===== config.mk =====
export PLATFORM = sky130hd
export DESIGN_NAME = pll_rst_seq
export DESIGN_NICKNAME = d
export VERILOG_FILES = /design/src/rtl/pll_rst_seq.sv
export SDC_FILE = /design/constraint.sdc
export NUM_CORES = 1
export LEC_CHECK = 0
export CAP_MARGIN = 20
export CORE_ASPECT_RATIO = 0.6
export CORE_MARGIN = 2
export CORE_UTILIZATION = 25
export CTS_CLUSTER_SIZE = 24
export DETAILED_ROUTE_END_ITERATION = 7
export SLEW_MARGIN = 30
export SYNTH_ARGS = -nofsm -noshare
export SYNTH_HDL_FRONTEND = slang
export SYNTH_SLANG_ARGS = --single-unit

===== constraint.sdc =====
create_clock -name clk -period 3 [get_ports clk]
set_input_delay 0.3 -clock clk [delete_from_list [all_inputs] [get_ports clk]]
set_output_delay 0.3 -clock clk [all_outputs]
set_load 0.05 [all_outputs]

===== src/rtl/pll_rst_seq.sv =====
// PLL lock qualifier and reset sequencer: synchronizes LOCK, filters glitches,
// holds downstream reset through a stabilisation window and counts lock losses.
module pll_rst_seq #(
  parameter int LOCK_STABLE_CYCLES = 1024,
  parameter int RST_HOLD_CYCLES    = 16,
  parameter int CNT_W              = 8
) (
  input  logic             clk,
  input  logic             rst_n,
  input  logic             lock,
  input  logic             clr_cnt,
  output logic             sys_rst_n,
  output logic             ready,
  output logic             lock_lost_pulse,
  output logic [CNT_W-1:0] lock_lost_cnt
);

  localparam int MAX_CYC = (LOCK_STABLE_CYCLES > RST_HOLD_CYCLES) ?
                           LOCK_STABLE_CYCLES : RST_HOLD_CYCLES;
  localparam int TMR_W   = (MAX_CYC > 1) ? $clog2(MAX_CYC) : 1;

  localparam logic [TMR_W-1:0] STABLE_LAST = TMR_W'(LOCK_STABLE_CYCLES - 1);
  localparam logic [TMR_W-1:0] HOLD_LAST   = TMR_W'(RST_HOLD_CYCLES - 1);

  typedef enum logic [1:0] {
    WAIT_LOCK = 2'd0,
    STABLE    = 2'd1,
    HOLD      = 2'd2,
    RUN       = 2'd3
  } state_t;

  state_t           state, state_nxt;
  logic [TMR_W-1:0] tmr, tmr_nxt;
  logic             lock_meta, lock_s;
  logic             loss;

  function automatic logic [CNT_W-1:0] sat_inc(input logic [CNT_W-1:0] v);
    return (&v) ? v : v + CNT_W'(1);
  endfunction

  // Stage p0/p1: two-flop synchronizer for the asynchronous LOCK input
  always_ff @(posedge clk or negedge rst_n) begin
    if (!rst_n) begin
      lock_meta <= 1'b0;
      lock_s    <= 1'b0;
    end else begin
      lock_meta <= lock;
      lock_s    <= lock_meta;
    end
  end

  // The WAIT_LOCK edge that sees lock_s high already counts as the first
  // qualified cycle, so STABLE is entered with the timer at 1.
  always_comb begin
    state_nxt = state;
    tmr_nxt   = tmr;
    case (state)
      WAIT_LOCK: begin
        tmr_nxt = '0;
        if (lock_s) begin
          if (LOCK_STABLE_CYCLES == 1) begin
            state_nxt = HOLD;
          end else begin
            state_nxt = STABLE;
            tmr_nxt   = TMR_W'(1);
          end
        end
      end
      STABLE: begin
        if (!lock_s) begin
          state_nxt = WAIT_LOCK;
          tmr_nxt   = '0;
        end else if (tmr == STABLE_LAST) begin
          state_nxt = HOLD;
          tmr_nxt   = '0;
        end else begin
          tmr_nxt = tmr + TMR_W'(1);
        end
      end
      HOLD: begin
        if (!lock_s) begin
          state_nxt = WAIT_LOCK;
          tmr_nxt   = '0;
        end else if (tmr == HOLD_LAST) begin
          state_nxt = RUN;
          tmr_nxt   = '0;
        end else begin
          tmr_nxt = tmr + TMR_W'(1);
        end
      end
      RUN: begin
        tmr_nxt = '0;
        if (!lock_s) state_nxt = WAIT_LOCK;
      end
      default: begin
        state_nxt = WAIT_LOCK;
        tmr_nxt   = '0;
      end
    endcase
  end

  assign loss = (state == RUN) && !lock_s;

  // Stage p2: FSM state and registered outputs, all derived from next state
  always_ff @(posedge clk or negedge rst_n) begin
    if (!rst_n) begin
      state           <= WAIT_LOCK;
      tmr             <= '0;
      sys_rst_n       <= 1'b0;
      ready           <= 1'b0;
      lock_lost_pulse <= 1'b0;
      lock_lost_cnt   <= '0;
    end else begin
      state           <= state_nxt;
      tmr             <= tmr_nxt;
      sys_rst_n       <= (state_nxt == RUN);
      ready           <= (state_nxt == RUN);
      lock_lost_pulse <= loss;
      if (clr_cnt)
        lock_lost_cnt <= loss ? CNT_W'(1) : '0;
      else if (loss)
        lock_lost_cnt <= sat_inc(lock_lost_cnt);
    end
  end

endmodule

; ---- Yosys cells after proc, flatten, opt, wreduce, memory -nomap -nowiden
; Cells that the tools add are included.
[classes]
div = 0
n_reduce_logical = 6
n_bitwise = 0
n_eq_ne = 7
shifts = 0
add_sub_neg = 2
n_mul = 0
order_cmp = 0
mux = 17
[ops]
columns = cell, count
row1 = 10-bit two-way mux, 4
row2 = 10-bit case mux with 4 select lines, 1
row3 = 8-bit two-way mux, 3
row4 = 2-bit two-way mux, 6
row5 = 10-bit by 1-bit adder with 10-bit output (second input constant), 1
row6 = 10-bit == test (second input constant), 1
row7 = 10-bit by 4-bit == test with 1-bit output (second input constant), 1
row8 = 8-bit by 1-bit adder with 8-bit output (second input constant), 1
row9 = 2-bit case mux with 4 select lines, 1
row10 = 8-bit AND reduction, 1
row11 = 2-bit == test (second input constant), 3
row12 = 2-bit by 1-bit == test with 1-bit output (second input constant), 1
row13 = 2-bit zero test, 1
row14 = 1-bit two-way mux, 2
row15 = 2-bit inequality test (second input constant), 1
row16 = 2-bit AND reduction, 1
row17 = 2-bit nonzero test, 1
row18 = 1-bit logical AND, 1
row19 = 1-bit zero test, 1
[totals]
reg_bits = 24
ram_bits = 0
memories = 0
latch_bits = 0
romBits = 0

; ---- Longest topological paths before layout
; Gate-level depths: netlist of run 1.
[depth]
ltp_word = 5
mapped_depth = 6
depth_no_buf = 5

; ---- Worst setup path after synthesis of run 1
; Ideal clock, no wire load.
[synth_timing]
kind = register -> register
start = register lock_lost_cnt[0]
end = register lock_lost_cnt[2]
setup_time_ns = 0.099
arrival_ns = 1.823
stages_incl_launch_ff = 6
path_slack_ns = 1.077
required_time_ns = 2.901
cell_sequence = dfrtp_1 -> ha_1 -> nand2_1 -> o31ai_1 -> inv_1 -> a311oi_1
[synth_between]
elab_chain_cells = 4
word_cells_on_any_way = 7
classes_between = add/sub (1) / eq/ne (1) / mux (3) / reduce/logical (2)
[synth_rtl]
columns = item, line
row1 = from (decl), 15  ; output logic [CNT_W-1:0] lock_lost_cnt
row2 = from (signal assigned), 120  ; lock_lost_cnt <= loss ? CNT_W'(1) : '0;
row3 = from (signal assigned), 122  ; lock_lost_cnt <= sat_inc(lock_lost_cnt);
row4 = 8-bit by 1-bit adder with 8-bit output, 38  ; return (&v) ? v : v + CNT_W'(1);
row5 = 8-bit two-way mux, 38
row6 = 8-bit two-way mux, 121  ; else if (loss)
row7 = 8-bit two-way mux, 119  ; if (clr_cnt)
; Several ways; a longest one is shown, not always the timed one. The select of a mux whose other input is x is not followed.
; A chain may end at the register's enable or synchronous reset.

; ---- Worst setup path after layout of run 1
[layout_timing]
start = register lock_lost_cnt[2]
end = output lock_lost_cnt[2]
; No word-level cell between the ends.

==> reports/results.tsv, run 1 <==
stage	metric	value	unit
logic_synthesis	synth_edf_count	0	
placed_design	place_inst	192	
drt	wire_per_inst	12.15	um
finish	drive_gt1_share	6.767	%
clock_tree	clock_latency	270	ps
clock_tree	cts_num_sinks	24	
floorplan	die_area	0.005415	mm2
power	p_int	453.9	uW
logic_synthesis	synth.area.top_cells	dfrtp_1 50%, nor2_1 5.3%, xnor2_1 4.4%	
logic_synthesis	synthXorXnorAreaFrac	5.809	%
drt	drcViolationCount	0	
worst_setup_path	max_stage_delay	840	ps
logic_synthesis	synthMuxAreaShare	1.660	%
finish	stdcell_area	0.001455	mm2
worst_setup_path	crit_type	reg -> out	
sta	fin_crit_sh	62.17	%
logic_synthesis	ys_ff_latch	24	
logic_synthesis	synth_compound_area_share	14.42	%
floorplan	ios	15	
power	power_leakage	0.5965	nW
global_routing	gr-total-overflow	0	
sta	max_freq	536.2	MHz
worst_setup_path	critPathBufInv	1	
finish	stdcell_count	196	
logic_synthesis	yosysWarnings	0	
sta	setup_viol	0	
placed_design	dpl.hpwl	1670	um
finish	area_growth	20.64	%
sta	tightest_slew	573.8	ps
power	vdd_drop_max	0.0001583	V
logic_synthesis	avgSynthCellArea	10.14	um2
global_routing	met3_usage	2.471	%
power	pwr-share-clk	37.7	%
worst_setup_path	arrival	1570	ps
sta	period_minus_slack	1865	ps
worst_setup_path	crit_path_start_kind	flip-flop	
floorplan	core-area	0.004612	mm2
logic_synthesis	async_flop_share	100.0	%
clock_tree	cts_resized	0	
power	power_switching	116.8	uW
global_routing	grt_pass1_vias	871	
sta	slew_headroom	61.42	%
worst_hold_path	hold_class	reg -> reg	
placed_design	io_buffers	14	
sta	tns	0	ps
finish	multi_input_area	554.3	um2
logic_synthesis	ys_types	36	
status	status	completed	
global_routing	grt_max_degree	25	
placed_design	place.gp.congestion	0.8209	
worst_setup_path	cp_max_fo	7	
power	power.density	392.2	mW/mm2
logic_synthesis	syn_inst	119	
floorplan	die_height	57.81	um
global_routing	grt-busiest-layer	met1	
clock_tree	hold_buffers	0	
logic_synthesis	ys_seq_area_share	49.79	%
drt	vias	932	
worst_setup_path	worstPathCellList	clkdlybuf4s50_1	
clock_tree	cts_tree	done	
global_routing	use_met2	13.77	%
logic_synthesis	synth_top_area_cell	dfrtp_1	
clock_tree	cts_buffer_depth	2	
global_routing	gr-usage-all-layers	9.659	%
logic_synthesis	synth_area	0.001206	mm2
drt	antenna_left	0	
global_routing	antenna_found_initial	0	
sta	drv_slew	0	
finish	regArea	600.6	um2
finish	insertedDiodeCount	0	
power	swShare	20.46	%
sta	final-hold-violation-count	0	
clock_tree	path_clk_slew	80	ps
drt	vias_per_cell	4.755	
clock_tree	cts_htree_levels	1	
power	power_frac_seq	58.1	%
floorplan	rows	19	
global_routing	grt_util_met1	14.45	%
logic_synthesis	synth_ff_type	dfrtp_1	
clock_tree	clockRootBuffer	clkbuf_8	
floorplan	start_util	26.15	%
finish	nNetsFinal	140	
placed_design	pre_cts_slack	1203	ps
power	p_comb_share	4.2	%
logic_synthesis	synth_simple_gate_area_share	21.99	%
worst_setup_path	crit_required	2700	ps
drt	drtPass1Iterations	4	
drt	drt_iter0_drc	125	
logic_synthesis	synth_fa_ha_area_share	2.075	%
clock_tree	post_cts_buffers	0	
power	p_total	570.7	uW
global_routing	grt_pass1_wl	4146	um
worst_setup_path	crit_family	buffers and inverters	
finish	fill_cells	489	
drt	wl	2381	um
logic_synthesis	synth_top_family_by_area	simple AND/OR/NAND/NOR gates	
run	drv_cap	0	
placed_design	postPlaceCellArea	0.001400	mm2
sta	rsz0062_at_grt	no	
clock_tree	cts_buffers	3	
logic_synthesis	syn_nets	125	
sta	finClkSkew	8.033	ps
logic_synthesis	synth_top_area_share	49.79	%
sta	fin_ws	1135	ps
floorplan	fp.dieW	93.67	um
worst_setup_path	crit_path_end_kind	primary output	
worst_setup_path	slowest_stage	clkdlybuf4s50_1	
==> synth_stat cells (3+ instances only) <==
master   number
nor2_1       17
nand4_1       4
a21oi_1       4
nor3_1        3
dfrtp_1      24
nand3_1       8
inv_1         5
xnor2_1       6
nor2b_1       3
nand2_1       9
o21ai_0       3
==> per-layer routing <==
layer | up-vias | routed length (um)
li1 | 452 | -
met1 | 448 | 1246
met4 | 0 | 7
met5 | - | 0
met2 | 30 | 998
met3 | 2 | 128
==> power groups by stage <==
stage / sequential [mW] / clock (mW) / combinational (mW)
after floorplan: 0.336 / 0 / 0.0140
after global placement: 0.338 / 0 / 0.0247
after detailed placement: 0.338 / 0 / 0.0249
after CTS: 0.332 / 0.220 / 0.0249
after global routing: 0.333 / 0.237 / 0.0277
final: 0.332 / 0.215 / 0.0240
==> area by class of cell <==
cell class	instances	area share, %
sequential	24	41.27
multi-input combinational	85	38.09
tap	63	5.417
inverter	5	1.290
clock buffer	4	3.783
timing repair buffer	15	10.15
==> registers in the layout (all words and copies together) (netlist names) <==
signal           flops
lock_lost_pulse      1
lock_lost_cnt        8
state                2
tmr                 10
ready                1
lock_meta            1
lock_s               1
==> logic make-up after synthesis <==
group,count (synthesis)
AND/OR/NAND/NOR,53
AO/OA/AOI/OAI,20
buffers and inverters,10
XOR/XNOR,8
adder cells (fa/ha/maj),2
flip-flops,24
multiplexers,2
==> cells in the final DEF, fill, tap and decap left out, types with 3 or more instances in the layout <==
cell type	count
nor2_1	17
o21ai_0	3
nand2_1	9
dfrtp_1	24
inv_1	5
nor2b_1	3
nand3_1	8
clkdlybuf4s50_1	14
a21oi_1	4
nand4_1	4
nor3_1	3
clkbuf_8	4
xnor2_1	6
==> stage by stage <==
stage / utilization [%] / hold WS (ps)
6_report: 31.55 / 352.4
5_1_grt: 31.55 / 362.8
4_1_cts: 31.55 / 353.2
3_5_place_dp: 30.36 / 334.7
3_3_place_gp: 30.36 / 337.7
2_1_floorplan: - / 4.409
==> worst paths after layout <==
check	start	to	slack [ps]	depth (start not counted)
worst min-delay path	lock_meta	lock_s	350	0
min in group asynchronous	rst_n	tmr[8]	380	2
worst max-delay path	lock_lost_cnt[2]	lock_lost_cnt[2]	1130	1
worst max register to register	tmr[5]	tmr[0]	1180	4
max in group asynchronous	rst_n	lock_lost_cnt[7]	2380	2
worst min register to register	lock_meta	lock_s	350	0
Power figures use the tool's default switching activity.
==> run 2, diff against run 1 <==
Clock period 3 ns to 1.5 ns, I/O delays scaled along.
==> run 2 against run 1 <==
Compared with the run above: the flow now finishes with violations (setup timing); combinational power grew to 2.7 times the previous value; critical path depth increased by 3; setup slack worse by 1400 ps; sequential power rose by 98%; total power increased by 100%; critical endpoint is now tmr[4]; largest cell class is now multi-input gates; largest power group unchanged.
==> reports/results.tsv, run 2 (synthesized netlist as in run 1, its figures left out) <==
stage	metric	value	unit	change
status	status	finished with violations		was completed
status	violations	setup timing		
finish	layout_common_cells	31 x buf_4, 17 x nor2_1, 17 x dfrtp_1, 9 x nand2_1, 7 x dfrtp_2		was 24 x dfrtp_1, 17 x nor2_1, 14 x clkdlybuf4s50_1, 9 x nand2_1, 8 x nand3_1
drt	drt_iter0_drc	57		was 125
finish	insertedDiodeCount	0		unchanged
global_routing	gr-usage-all-layers	11.18	%	was 9.659%
floorplan	core-area	0.004612	mm2	unchanged
power	power_frac_seq	56.7	%	was 58.1%
sta	tightest_slew	397.3	ps	was 573.8 ps
drt	vias	991		was 932
worst_setup_path	critPathBufInv	0		was 1
drt	drtPass1Iterations	4		unchanged
drt	antenna_left	0		unchanged
floorplan	die_area	0.005415	mm2	unchanged
worst_setup_path	slowest_stage	or4_4		was clkdlybuf4s50_1
global_routing	grt_max_degree	25		unchanged
placed_design	place.gp.congestion	0.8134		was 0.8209
sta	fin_crit_sh	116.3	%	
worst_setup_path	crit_path_end_kind	flip-flop		was primary output
floorplan	start_util	26.15	%	unchanged
finish	largest_register_ff_count	10		unchanged
global_routing	antenna_found_initial	0		unchanged
finish	final_common_cell	buf_4		was dfrtp_1
worst_setup_path	crit_required	1650	ps	was 2700 ps
drt	drcViolationCount	0		unchanged
sta	max_freq	573.4	MHz	
clock_tree	cts_buffers	3		unchanged
clock_tree	path_clk_slew	80	ps	about the same
floorplan	die_height	57.81	um	unchanged
placed_design	dpl.hpwl	2059	um	was 1670 um
power	p_int	916.2	uW	was 453.9 uW
drt	vias_per_cell	4.525		was 4.755
worst_setup_path	crit_type	reg -> reg		was reg -> out
clock_tree	cts_buffer_depth	2		unchanged
sta	rsz0062_at_grt	yes		was no
clock_tree	cts_num_sinks	24		unchanged
worst_setup_path	crit_path_start_kind	flip-flop		unchanged
clock_tree	hold_buffers	0		unchanged
clock_tree	cts_tree	done		unchanged
finish	area_growth	43.46	%	was 20.64%
worst_hold_path	hold_class	in -> async		was reg -> reg
worst_setup_path	arrival	1900	ps	was 1570 ps
power	vdd_drop_max	0.0003499	V	was 0.0001583 V
worst_setup_path	worstPathCellList	or4_4 > o41a_4 > a2bb2oi_4 > nor3_1		was clkdlybuf4s50_1
power	power.density	669.7	mW/mm2	was 392.2 mW/mm2
power	p_comb_share	5.7	%	was 4.2%
worst_setup_path	r2r_slack	-240	ps	was 1180 ps
sta	drv_slew	0		unchanged
finish	postLayoutCoreUtil	37.52	%	was 31.55%
sta	final-hold-violation-count	0		unchanged
finish	regMostFlops	tmr		unchanged
sta	finClkSkew	3.629	ps	was 8.033 ps
sta	slew_headroom	73.52	%	was 61.42%
finish	drive_gt1_share	37.82	%	was 6.767%
sta	setup_viol	12		was 0
power	swShare	20.95	%	was 20.46%
worst_setup_path	max_stage_delay	540	ps	was 840 ps
sta	period_minus_slack	1744	ps	
global_routing	grt_pass1_vias	967		was 871
run	drv_cap	0		unchanged
worst_setup_path	r2r_cells	4		unchanged
global_routing	grt_pass1_wl	4774	um	was 4146 um
power	power_leakage	0.7372	nW	was 0.5965 nW
power	power_switching	242.7	uW	was 116.8 uW
worst_setup_path	cp_max_fo	6		was 7
floorplan	fp.dieW	93.67	um	unchanged
finish	nNetsFinal	163		was 140
global_routing	gr-total-overflow	0		unchanged
clock_tree	clock_latency	260	ps	was 270 ps
placed_design	io_buffers	14		unchanged
sta	fin_ws	-243.9	ps	was 1135 ps
drt	wire_per_inst	12.68	um	was 12.15 um
clock_tree	clockRootBuffer	clkbuf_8		unchanged
drt	wl	2776	um	was 2381 um
finish	fill_cells	455		was 489
clock_tree	cts_htree_levels	1		unchanged
finish	top_regs	tmr x10, lock_lost_cnt x8, state x2		unchanged
worst_setup_path	crit_family	simple AND/OR/NAND/NOR gates		was buffers and inverters
worst_setup_path	crit_cells	4		was 1
floorplan	ios	15		unchanged
floorplan	rows	19		unchanged
power	pwr-share-clk	37.6	%	was 37.7%
placed_design	pre_cts_slack	-238.9	ps	was 1203 ps
-- run 2: cell types whose count changed in the layout (fill, tap and decap cells not counted), sizes merged --
cell	previous run	this run
clkdlybuf4s50	14	3
buf	1	35
-- run 2: what timing repair did --
action | 4_1_cts | 5_1_grt
resized for setup | 3 | 6
pin swaps | 2 | 3
buffers inserted | 1 | 2
setup endpoints to repair | 11 | 16
-- run 2: layer usage --
metal / routed length (um) / GRT usage (%)
met1: 1506 / 17.31
met3: 85 / 1.951
met2: 1161 / 16.34
met5: 0 / 0
met4: 22 / 2.484
-- run 2: metrics by stage --
stage | power, mW | setup TNS [ps] | hold WS (ps) | area [um2] | cells
finish | 1.159 | -2317 | 233.6 | 1730 | 219
global placement | 0.7356 | -1757 | 342.4 | 1600 | 212
global route | 1.212 | -3053 | 265.4 | 1730 | 219
CTS | 1.172 | -2163 | 246.9 | 1688 | 217
detailed placement | 0.7370 | -2080 | 336.3 | 1600 | 212
floorplan | 0.6998 | -1623 | -145.6 | 1252 | 119
-- run 2: power groups by stage --
stage,Combinational (mW),Clock (mW),Sequential [mW]
after floorplan,0.0283,0,0.672
after global placement,0.0650,0,0.671
after detailed placement,0.0667,0,0.670
after CTS,0.0667,0.447,0.658
after global routing,0.0749,0.479,0.659
final,0.0659,0.436,0.658
-- run 2: path summary, 6_finish.rpt --
| check | endpoint | startpoint |
|---|---|---|
| setup reg to reg | tmr[4] | tmr[5] |
| hold / removal | tmr[4] | rst_n |
| min in group clk | lock_s | lock_meta |
| max in group asynchronous | lock_lost_cnt[1] | rst_n |
| setup / recovery | tmr[4] | tmr[5] |
| hold reg to reg | lock_s | lock_meta |
-- run 2: cell type report --
type / count / area, um2 / share of cell area [%]
inverter: 5 / 18.77 / 1.085
sequential: 24 / 609.3 / 35.21
multi-input combinational: 85 / 634.4 / 36.66
tap: 63 / 78.83 / 4.555
timing repair buffer: 38 / 334.1 / 19.31
clock buffer: 4 / 55.05 / 3.181
